$ cat config.mk
export PLATFORM = sky130hd
export DESIGN_NAME = mem_access_sequencer
export DESIGN_NICKNAME = d
export VERILOG_FILES = /design/src/rtl/mem_access_sequencer.sv
export SDC_FILE = /design/constraint.sdc
export NUM_CORES = 1
export LEC_CHECK = 0
export BUFFER_PORTS_ARGS = -buffer_cell sky130_fd_sc_hd__buf_4
export CORE_AREA = 2 2 75 77
export CTS_CLUSTER_SIZE = 30
export DETAILED_ROUTE_END_ITERATION = 7
export DIE_AREA = 0 0 77 79
export SETUP_SLACK_MARGIN = 0.1
export SLEW_MARGIN = 0
export SYNTH_ARGS = -nofsm -noshare
export SYNTH_HDL_FRONTEND = slang
export SYNTH_SLANG_ARGS = --single-unit
export TNS_END_PERCENT = 5
$ cat constraint.sdc
create_clock -name clk_i -period 1.7 [get_ports clk_i]
set_clock_uncertainty 0.15 [all_clocks]
set_input_delay 0.34 -clock clk_i [delete_from_list [all_inputs] [get_ports clk_i]]
set_output_delay 0.34 -clock clk_i [all_outputs]
set_load 0.03 [all_outputs]
$ cat src/rtl/mem_access_sequencer.sv
// mem_access_sequencer: single-transaction bank sequencer feeding a 1-to-4 chip-select decoder; optional BANK_PROTECT_EN blocks bank-0 writes
module mem_access_sequencer #(
  parameter int ADDR_W      = 10,
  parameter int DATA_W      = 8,
  parameter int WAIT_CYCLES = 2
) (
  input  logic              clk_i,
  input  logic              reset_i,
  input  logic              req_i,
  input  logic              we_i,
  input  logic [ADDR_W-1:0] addr_i,
  input  logic [DATA_W-1:0] wdata_i,
  output logic              req_ready_o,
  output logic [1:0]        bank_sel_o,
  output logic              bank_en_o,
  output logic [ADDR_W-3:0] mem_addr_o,
  output logic [DATA_W-1:0] mem_wdata_o,
  output logic              mem_we_o,
  input  logic [DATA_W-1:0] mem_rdata_i,
  output logic [DATA_W-1:0] rdata_o,
  output logic              done_o,
  output logic              err_o
);
  typedef enum logic [1:0] {IDLE, SETUP, ACCESS, DONE} state_t;
  state_t            state_q;
  logic [3:0]        cnt_q;
  logic              we_q;
  logic [DATA_W-1:0] wdata_q;
  logic              req_ready_q, bank_en_q, mem_we_q, done_q, err_q;
  logic [1:0]        bank_sel_q;
  logic [ADDR_W-3:0] mem_addr_q;
  logic [DATA_W-1:0] mem_wdata_q, rdata_q;
  // Sequencer FSM; every output is a register so the decoder sees glitch-free selects
  always_ff @(posedge clk_i) begin
    if (reset_i) begin
      state_q     <= IDLE;
      cnt_q       <= '0;
      we_q        <= 1'b0;
      wdata_q     <= '0;
      req_ready_q <= 1'b1;
      bank_en_q   <= 1'b0;
      mem_we_q    <= 1'b0;
      done_q      <= 1'b0;
      err_q       <= 1'b0;
      bank_sel_q  <= '0;
      mem_addr_q  <= '0;
      mem_wdata_q <= '0;
      rdata_q     <= '0;
    end else begin
      done_q <= 1'b0;
      err_q  <= 1'b0;
      case (state_q)
        IDLE: if (req_i) begin
          we_q        <= we_i;
          wdata_q     <= wdata_i;
          req_ready_q <= 1'b0;
`ifdef BANK_PROTECT_EN
          if (we_i && addr_i[ADDR_W-1 -: 2] == 2'd0) begin
            state_q <= DONE;
            done_q  <= 1'b1;
            err_q   <= 1'b1;
          end else
`endif
          begin
            state_q    <= SETUP;
            bank_sel_q <= addr_i[ADDR_W-1 -: 2];
            mem_addr_q <= addr_i[ADDR_W-3:0];
            bank_en_q  <= 1'b1;
            cnt_q      <= 4'(WAIT_CYCLES);
          end
        end
        SETUP: begin
          state_q     <= ACCESS;
          mem_we_q    <= we_q;
          mem_wdata_q <= wdata_q;
        end
        ACCESS: if (cnt_q == 4'd0) begin
          if (!we_q) rdata_q <= mem_rdata_i;
          state_q   <= DONE;
          done_q    <= 1'b1;
          bank_en_q <= 1'b0;
          mem_we_q  <= 1'b0;
        end else begin
          cnt_q <= cnt_q - 4'd1;
        end
        DONE: begin
          state_q     <= IDLE;
          req_ready_q <= 1'b1;
        end
        default: state_q <= IDLE;
      endcase
    end
  end
  assign req_ready_o = req_ready_q;
  assign bank_sel_o  = bank_sel_q;
  assign bank_en_o   = bank_en_q;
  assign mem_addr_o  = mem_addr_q;
  assign mem_wdata_o = mem_wdata_q;
  assign mem_we_o    = mem_we_q;
  assign rdata_o     = rdata_q;
  assign done_o      = done_q;
  assign err_o       = err_q;
endmodule

==> results of run 1 <==
==> cell usage in the layout (no fill, tap or decap), types with 5 or more instances in the layout <==
cell type / n
nand2_1: 41
o21ai_0: 12
mux2i_1: 9
nand2b_1: 5
nor2_1: 12
clkbuf_8: 6
dfxtp_1: 41
a21oi_1: 35
nand3_1: 8
buf_4: 69
==> worst min-delay path by stage <==
stage                              from       endpoint  slack [ns]  depth (start not counted)
after global routing               we_i           we_q        0.13                          3
after global placement       wdata_q[3]     wdata_q[3]        0.30                          2
after detailed placement  mem_addr_o[5]  mem_addr_o[5]        0.30                          2
after floorplan              wdata_q[0]     wdata_q[0]        0.29                          2
final                         addr_i[0]  mem_addr_o[0]        0.13                          3
after CTS                     addr_i[0]  mem_addr_o[0]        0.12                          3
==> Yosys cell counts, types with 2 or more instances <==
master / instances / area share (%)
ha_1: 7 / 4.8
dfxtp_1: 45 / 50
nor2b_1: 2 / 0.69
nand4_1: 2 / 0.69
inv_1: 5 / 1.0
mux2i_1: 10 / 5.5
clkbuf_1: 10 / 2.1
nor2_1: 12 / 2.5
nand2_1: 41 / 8.5
a21oi_1: 36 / 10
o21ai_0: 13 / 3.6
buf_2: 4 / 1.1
nand2b_1: 5 / 1.7
nand3_1: 8 / 2.2
==> report_power, final <==
group          internal (mW)  total, mW  switching, mW
clock network          0.322      0.676          0.355
logic                  0.706       1.57          0.866
registers               1.27       1.39          0.125
==> metal layers <==
metal	wire [um]	GRT usage [%]
met2	1970	24.8
met4	61	5.36
met3	318	5.11
met5	0	0
met1	1870	16.5
==> cell type report <==
class	instances	share of cell area, %
clock buffers	6	3.24
clock inverters	1	0.294
inverters	5	0.834
multi-input cells	148	34.1
flip-flops and latches	45	35.5
well taps	72	3.53
repair buffers	72	22.5
==> worst max-delay path: stages, from the launching register on <==
cell and delay (ns):
dfxtp_2 0.37, inv_2 0.07, ha_4 0.17, mux2i_2 0.15
or4_1 0.47, a21oi_1 0.14
==> stage by stage <==
step	cells	util [%]	hold WS (ns)	cell area, um^2
3_5_place_dp	337	44.6	0.297	2380
2_1_floorplan	213	-	0.286	1830
4_1_cts	347	46.8	0.125	2500
3_3_place_gp	337	44.6	0.296	2380
5_1_grt	349	47.8	0.133	2550
6_report	349	47.8	0.132	2550
==> cell families (layout without fill, tap and decap cells) <==
kind of cell / Yosys count / after routing / synth area share [%]
compound gates: 54 / 54 / 15.8
fa+ha+maj: 7 / 7 / 4.84
buf+inv: 20 / 84 / 4.63
flops: 45 / 45 / 49.8
mux: 10 / 10 / 5.53
other cells: 1 / 1 / 0.207
simple gates: 76 / 76 / 19.2
==> registers in the layout, summed over array words and instances (netlist names) <==
register	count
mem_wdata_o	8
bank_en_o	1
state_q	2
mem_addr_o	8
bank_sel_o	2
cnt_q	4
we_q	1
mem_we_o	1
rdata_o	8
done_o	1
req_ready_o	1
wdata_q	8
==> what timing repair did <==
item | CTS | global route
setup endpoints to repair | 4 | 9
pin swaps | 1 | 3
gates resized for setup | 4 | 8
setup buffers | 3 | 2
==> reports/summary.json, run 1 <==
{
  "run_status": "complete, no violations",
  "drc_errors": 0,
  "hpwl_mm": 2.75,
  "die_span_x_um": 77,
  "design.core.area_um2": 5340,
  "cts_made_buffers": 5,
  "timing.reg2reg.worst_path_depth": 5,
  "synth_enable_flop_cells": 0,
  "fin_ws_ns": 0.113,
  "r2r_setup_slack_ns": 0.11,
  "area_taken_by_flip_flops_and_latches_um2": 906,
  "cts_htree_levels": 2,
  "worst_hold_path_type": "primary input to flop",
  "area_growth_syn_to_layout_pct": 40.9,
  "ctsLongestPathBuffers": 2,
  "synth_cells": 213,
  "critical_path.reg2reg.endpoint": "cnt_q[2]",
  "pre_cts_ws_ns": 0.0209,
  "synth_nets": 250,
  "synthesis.yosys.warnings": 0,
  "tritonroute_pass_1_iters": 4,
  "insertedDiodeCount": 0,
  "cp.required_ns": 1.78,
  "postSynth.topFlopCell": "dfxtp_1",
  "clk_pin_slew_ns": 0.09,
  "report.final.slew_viol_count": 0,
  "cts_root_buffer": "clkbuf_8",
  "drt_first_iter_violations": 68,
  "yosysUniqueCellTypes": 27,
  "regToRegStartpoint": "state_q[1]",
  "wirelength_mm": 4.22,
  "num_rows": 27,
  "critPathArrivalTime_ns": 1.66,
  "number_of_antenna_violations_at_the_first_check_in_global_routing": 0,
  "drive_gt1_share_pct": 32.9,
  "type_of_the_worst_setup_path": "flop to flop",
  "clk_latency_ns": 0.29,
  "worst_ir_drop_on_vdd_v": 0.000610,
  "vias": 1633,
  "rsz0062_at_grt": "yes",
  "wl_per_cell_um": 12.1,
  "grt_max_degree": 48,
  "design.portCount": 61,
  "power_mw": 3.64,
  "grt_pass1_wl_mm": 6.98,
  "initial_utilization_pct": 33.9,
  "cp-endpoint": "cnt_q[2]",
  "final_setup_violation_count": 0,
  "report.final.hold_viol_count": 0,
  "design.final.nets": 314,
  "setup.worst_path.end_class": "flop",
  "setup_total_negative_slack_ns": 0,
  "track_usage_pct": 14.4,
  "max_cap_viol_count": 0,
  "synth_seq_area_share_pct": 49.8,
  "antenna_violating_nets_post_route": 0,
  "die_area_um2": 6080,
  "startpoint": "state_q[1]",
  "clock.fmax_mhz": 630,
  "leakage_power_nw": 1.07,
  "timing.final.crit_period_ns": 1.59,
  "clock-sinks": 45,
  "ys_async_sr_fraction_pct": 0,
  "synth-seq-cells": 45,
  "cts_hold_buf": 0,
  "fin_crit_sh_pct": 93.4,
  "chipHeight_um": 79,
  "synth.cell_area_um2": 1810,
  "grt_pass1_vias": 1524,
  "p_per_area_nw_per_um2": 1430,
  "gp_congestion": 0.700,
  "crit_path_max_fanout": 5,
  "portBuffers": 59,
  "cts_tree": "done",
  "critical_path.startpoint_type": "flop",
  "layout_fillers": 570,
  "post_synth.cell_area_avg_um2": 8.50,
  "multiInputGateArea_um2": 871,
  "detail_route.vias_per_cell": 4.68,
  "grt_overflow_total": 0
}
Note: power is estimated with default switching activity, not from simulation.
==> inputs of run 2 (changes only) <==
ABC_AREA = 1   (was unset)
CORE_AREA = 2 2 76 78   (was 2 2 75 77)
DIE_AREA = 0 0 78 80   (was 0 0 77 79)
==> run 2 against run 1 <==
Sequential power grew 14%. Routed wire length fell by 6.7%. Synthesized area increased by 2.3%. Via count fell by 1.3%. Clock-buffer cell count did not move. Final area down 3.8%.
==> reports/summary.json, run 2 <==
{
  "portBuffers": {"value": 59, "change": "unchanged"},
  "report.final.hold_viol_count": {"value": 0, "change": "unchanged"},
  "post-cts-setup-buffer-count": {"value": 0, "change": "was 3"},
  "clock.fmax": {"value": 669, "unit": "MHz", "change": "was 630 MHz"},
  "design.core.area": {"value": 5410, "unit": "um^2", "change": "was 5340 um^2"},
  "critPathMaxStageDelay": {"value": 0.36, "unit": "ns", "change": "was 0.47 ns"},
  "sequentialPowerShare": {"value": 36.2, "unit": "%", "change": "was 38.2%"},
  "mostFrequentLayoutCells": {"value": "73 x nor2_1, 66 x buf_4, 45 x dfxtp_1", "change": "was 69 x buf_4, 41 x nand2_1, 41 x dfxtp_1"},
  "number_of_buffer_and_inverter_instances_along_the_worst_setup_path": {"value": 4, "change": "was 1"},
  "initial_utilization": {"value": 34.3, "unit": "%", "change": "was 33.9%"},
  "min-delay-start": {"value": "mem_rdata_i[6]", "change": "was addr_i[0]"},
  "synth_enable_flop_cells": {"value": 0, "change": "unchanged"},
  "most_common_cell_after_layout_fill_and_taps_aside": {"value": "nor2_1", "change": "was buf_4"},
  "synthesis.yosys.warnings": {"value": 0, "change": "unchanged"},
  "synth.cell_area": {"value": 1850, "unit": "um^2", "change": "was 1810 um^2"},
  "regToRegStartpoint": {"value": "state_q[0]", "change": "was state_q[1]"},
  "critical_path.startpoint_type": {"value": "flop", "change": "unchanged"},
  "die_span_x": {"value": 78, "unit": "um", "change": "was 77 um"},
  "ctsLongestPathBuffers": {"value": 2, "change": "unchanged"},
  "r2r_setup_slack": {"value": 0.21, "unit": "ns", "change": "was 0.11 ns"},
  "grt_pass1_vias": {"value": 1479, "change": "was 1524"},
  "insertedDiodeCount": {"value": 0, "change": "unchanged"},
  "ys_async_sr_fraction": {"value": 0, "unit": "%", "change": "unchanged"},
  "cts_htree_levels": {"value": 2, "change": "unchanged"},
  "leakage_power": {"value": 1.17, "unit": "nW", "change": "was 1.07 nW"},
  "worst_hold_path_type": {"value": "primary input to flop", "change": "unchanged"},
  "antenna_violating_nets_post_route": {"value": 0, "change": "unchanged"},
  "power": {"value": 4.37, "unit": "mW", "change": "was 3.64 mW"},
  "report.final.slew_viol_count": {"value": 0, "change": "unchanged"},
  "track_usage": {"value": 13.7, "unit": "%", "change": "was 14.4%"},
  "yosysUniqueCellTypes": {"value": 25, "change": "was 27"},
  "fin_crit_sh": {"value": 87.9, "unit": "%", "change": "was 93.4%"},
  "synth_cells": {"value": 234, "change": "was 213"},
  "drive_gt1_share": {"value": 29.7, "unit": "%", "change": "was 32.9%"},
  "post_synth.cell_area_avg": {"value": 7.91, "unit": "um^2", "change": "was 8.50 um^2"},
  "design.portCount": {"value": 61, "change": "unchanged"},
  "crit_cells": {"value": 7, "change": "was 5"},
  "critical_path.reg2reg.endpoint": {"value": "state_q[0]", "change": "was cnt_q[2]"},
  "p_per_area": {"value": 1780, "unit": "nW/um^2", "change": "was 1430 nW/um^2"},
  "num_rows": {"value": 27, "change": "unchanged"},
  "cts_repair_resize_count": {"value": 0, "change": "was 4"},
  "wl_per_cell": {"value": 10.7, "unit": "um", "change": "was 12.1 um"},
  "grt_pass1_wl": {"value": 6.70, "unit": "mm", "change": "was 6.98 mm"},
  "critPathArrivalTime": {"value": 1.55, "unit": "ns", "change": "was 1.66 ns"},
  "cp.required": {"value": 1.75, "unit": "ns", "change": "was 1.78 ns"},
  "setup_total_negative_slack": {"value": 0, "unit": "ns", "change": "unchanged"},
  "hpwl": {"value": 2.81, "unit": "mm", "change": "was 2.75 mm"},
  "postSynth.topFlopCell": {"value": "dfxtp_1", "change": "unchanged"},
  "synth.most_common_cell": {"value": "nor2_1", "change": "was dfxtp_1"},
  "gp_congestion": {"value": 0.759, "change": "was 0.700"},
  "placedCellCount": {"value": 361, "change": "was 337"},
  "grt_overflow_total": {"value": 0, "change": "unchanged"},
  "p_sw": {"value": 1.89, "unit": "mW", "change": "was 1.35 mW"},
  "number_of_antenna_violations_at_the_first_check_in_global_routing": {"value": 0, "change": "unchanged"},
  "clk_pin_slew": {"value": 0.08, "unit": "ns", "change": "was 0.09 ns"},
  "synth_seq_area_share": {"value": 48.6, "unit": "%", "change": "was 49.8%"},
  "min_delay_path_depth": {"value": 3, "change": "unchanged"},
  "wirelength": {"value": 3.93, "unit": "mm", "change": "was 4.22 mm"},
  "hold-worst-slack": {"value": 0.105, "unit": "ns", "change": "was 0.132 ns"},
  "yosys-top-cells-area": {"value": "dfxtp_1 49%, nor2_1 15%, o21ai_0 8.9%, ha_1 4.7%, nand2_1 4.1%", "change": "was dfxtp_1 50%, a21oi_1 10%, nand2_1 8.5%, mux2i_1 5.5%, ha_1 4.8%"},
  "crit_path_max_fanout": {"value": 6, "change": "was 5"},
  "synth-seq-cells": {"value": 45, "change": "unchanged"},
  "vias": {"value": 1612, "change": "was 1633"},
  "type_of_the_worst_setup_path": {"value": "flop to flop", "change": "unchanged"},
  "die_area": {"value": 6240, "unit": "um^2", "change": "was 6080 um^2"},
  "clock_power_share": {"value": 14.6, "unit": "%", "change": "was 18.6%"},
  "critPathMostFrequentCell": "inv_1",
  "internal_power": {"value": 2.48, "unit": "mW", "change": "was 2.29 mW"},
  "clock-sinks": {"value": 45, "change": "unchanged"},
  "post_synth_most_frequent_cells": {"value": "73 x nor2_1, 45 x dfxtp_1, 33 x o21ai_0", "change": "was 45 x dfxtp_1, 41 x nand2_1, 36 x a21oi_1"},
  "comb_power_share": {"value": 49.2, "unit": "%", "change": "was 43.2%"},
  "final_cells": {"value": 368, "change": "was 349"},
  "drt_first_iter_violations": {"value": 93, "change": "was 68"},
  "rsz0062_at_grt": {"value": "yes", "change": "unchanged"},
  "worst_ir_drop_on_vdd": {"value": 0.000789, "unit": "V", "change": "was 0.000610 V"},
  "grt_max_degree": {"value": 24, "change": "was 48"},
  "cts_tree": {"value": "done", "change": "unchanged"},
  "setup.worst_path.end_class": {"value": "flop", "change": "unchanged"},
  "detail_route.vias_per_cell": {"value": 4.38, "change": "was 4.68"},
  "timing.reg2reg.worst_path_depth": {"value": 7, "change": "was 5"},
  "timing.final.crit_period": {"value": 1.49, "unit": "ns", "change": "was 1.59 ns"},
  "clk_latency": {"value": 0.30, "unit": "ns", "change": "was 0.29 ns"},
  "design.final.nets": {"value": 333, "change": "was 314"},
  "cp_cell_sequence": {"value": "inv_1 -> ha_2 -> buf_4 -> inv_1 -> nand2_1 -> o211ai_2 -> inv_1", "change": "was inv_2 -> ha_4 -> mux2i_2 -> or4_1 -> a21oi_1"},
  "chipHeight": {"value": 80, "unit": "um", "change": "was 79 um"},
  "final_setup_violation_count": {"value": 0, "change": "unchanged"},
  "run_status": {"value": "complete, no violations", "change": "unchanged"},
  "tritonroute_pass_1_iters": {"value": 4, "change": "unchanged"},
  "hold-path-endpoint": {"value": "rdata_o[6]", "change": "was mem_addr_o[0]"},
  "critical-path-slowest-cell": {"value": "dfxtp_1", "change": "was or4_1"},
  "drc_errors": {"value": 0, "change": "unchanged"},
  "max_cap_viol_count": {"value": 0, "change": "unchanged"},
  "area_growth_syn_to_layout": {"value": 32.5, "unit": "%", "change": "was 40.9%"},
  "synth_nets": {"value": 271, "change": "was 250"},
  "cts_made_buffers": {"value": 5, "change": "unchanged"},
  "synth_largest_area_cell": {"value": "dfxtp_1", "change": "unchanged"},
  "yosys.area.top_type_share": {"value": 48.6, "unit": "%", "change": "was 49.8%"},
  "cts_hold_buf": {"value": 0, "change": "unchanged"},
  "cts_root_buffer": {"value": "clkbuf_8", "change": "unchanged"},
  "worst_path_dominant_cell_family": {"value": "buffers and inverters", "change": "was simple AND/OR/NAND/NOR gates"},
  "p_sw_share": {"value": 43.2, "unit": "%", "change": "was 37.0%"}
}
## run 2: changes by cell type in the layout (fill, tap and decap cells not counted), moves of 3 or more
cell / previous run / this run
dfxtp_1: 41 / 45
inv_1: 3 / 12
buf_4: 69 / 66
nor2_1: 12 / 73
o21ai_1: 1 / 5
dfxtp_2: 4 / 0
nor2_4: 0 / 3
nand2b_1: 5 / 0
a21oi_1: 35 / 8
o21ai_0: 12 / 31
mux2i_1: 9 / 0
nand2_1: 41 / 20
nand3_1: 8 / 5
## run 2: through the flow
step | setup slack, ns | area (um^2) | utilization [%]
2_1_floorplan | 0.287 | 1850 | -
4_1_cts | 0.140 | 2450 | 45.3
3_3_place_gp | 0.193 | 2360 | 43.8
3_5_place_dp | 0.152 | 2360 | 43.8
5_1_grt | 0.0862 | 2450 | 45.4
6_report | 0.206 | 2450 | 45.4
## run 2: worst max path at each step
stage | from | to | slack, ns
floorplan | state_q[0] | cnt_q[0] | 0.29
detailed placement | state_q[0] | rdata_o[3] | 0.15
global placement | state_q[0] | state_q[0] | 0.19
CTS | state_q[0] | bank_en_o | 0.14
finish | state_q[0] | state_q[0] | 0.21
global route | state_q[1] | mem_addr_o[0] | 0.09
## run 2: cell type report
class	count	area, um^2
multi-input cells	161	817
clock inverters	1	8.76
well taps	72	90.1
fillers	588	2950
clock buffers	6	72.6
flip-flops and latches	45	901
inverters	17	68.8
repair buffers	66	495
## run 2: worst register-to-register path, cell delays in order (launching register included)
cell      delay [ns]
dfxtp_1         0.36
inv_1           0.10
ha_2            0.23
buf_4           0.16
inv_1           0.12
nand2_1         0.09
o211ai_2        0.15
inv_1           0.05
## run 2: per-layer routing
| metal | share of wire, % | track usage, % | up-vias |
|---|---|---|---|
| met4 | 1.7 | 6.32 | 0 |
| met1 | 49 | 18.1 | 704 |
| met3 | 7.0 | 4.52 | 7 |
| met5 | 0 | 0 | - |
| met2 | 42 | 20.3 | 46 |
| li1 | - | - | 855 |
## run 2: logic make-up (layout without fill, tap and decap cells)
| group | Yosys count | in the layout | synth area share [%] |
|---|---|---|---|
| AOI/OAI and AO/OA | 47 | 47 | 13.6 |
| adders and majority gates | 7 | 7 | 4.73 |
| buffers and inverters | 28 | 90 | 7.50 |
| DFF | 45 | 45 | 48.6 |
| other | 1 | 1 | 0.203 |
| and+or+nand+nor | 106 | 106 | 25.3 |
## run 2: power by group through the flow
stage | logic [mW] | clock network (mW) | registers (mW)
2_1_floorplan | 1.10 | 0 | 2.01
3_3_place_gp | 2.14 | 0 | 1.61
3_5_place_dp | 2.16 | 0 | 1.60
4_1_cts | 2.16 | 0.673 | 1.59
5_1_grt | 2.40 | 0.710 | 1.63
6_report | 2.15 | 0.638 | 1.58
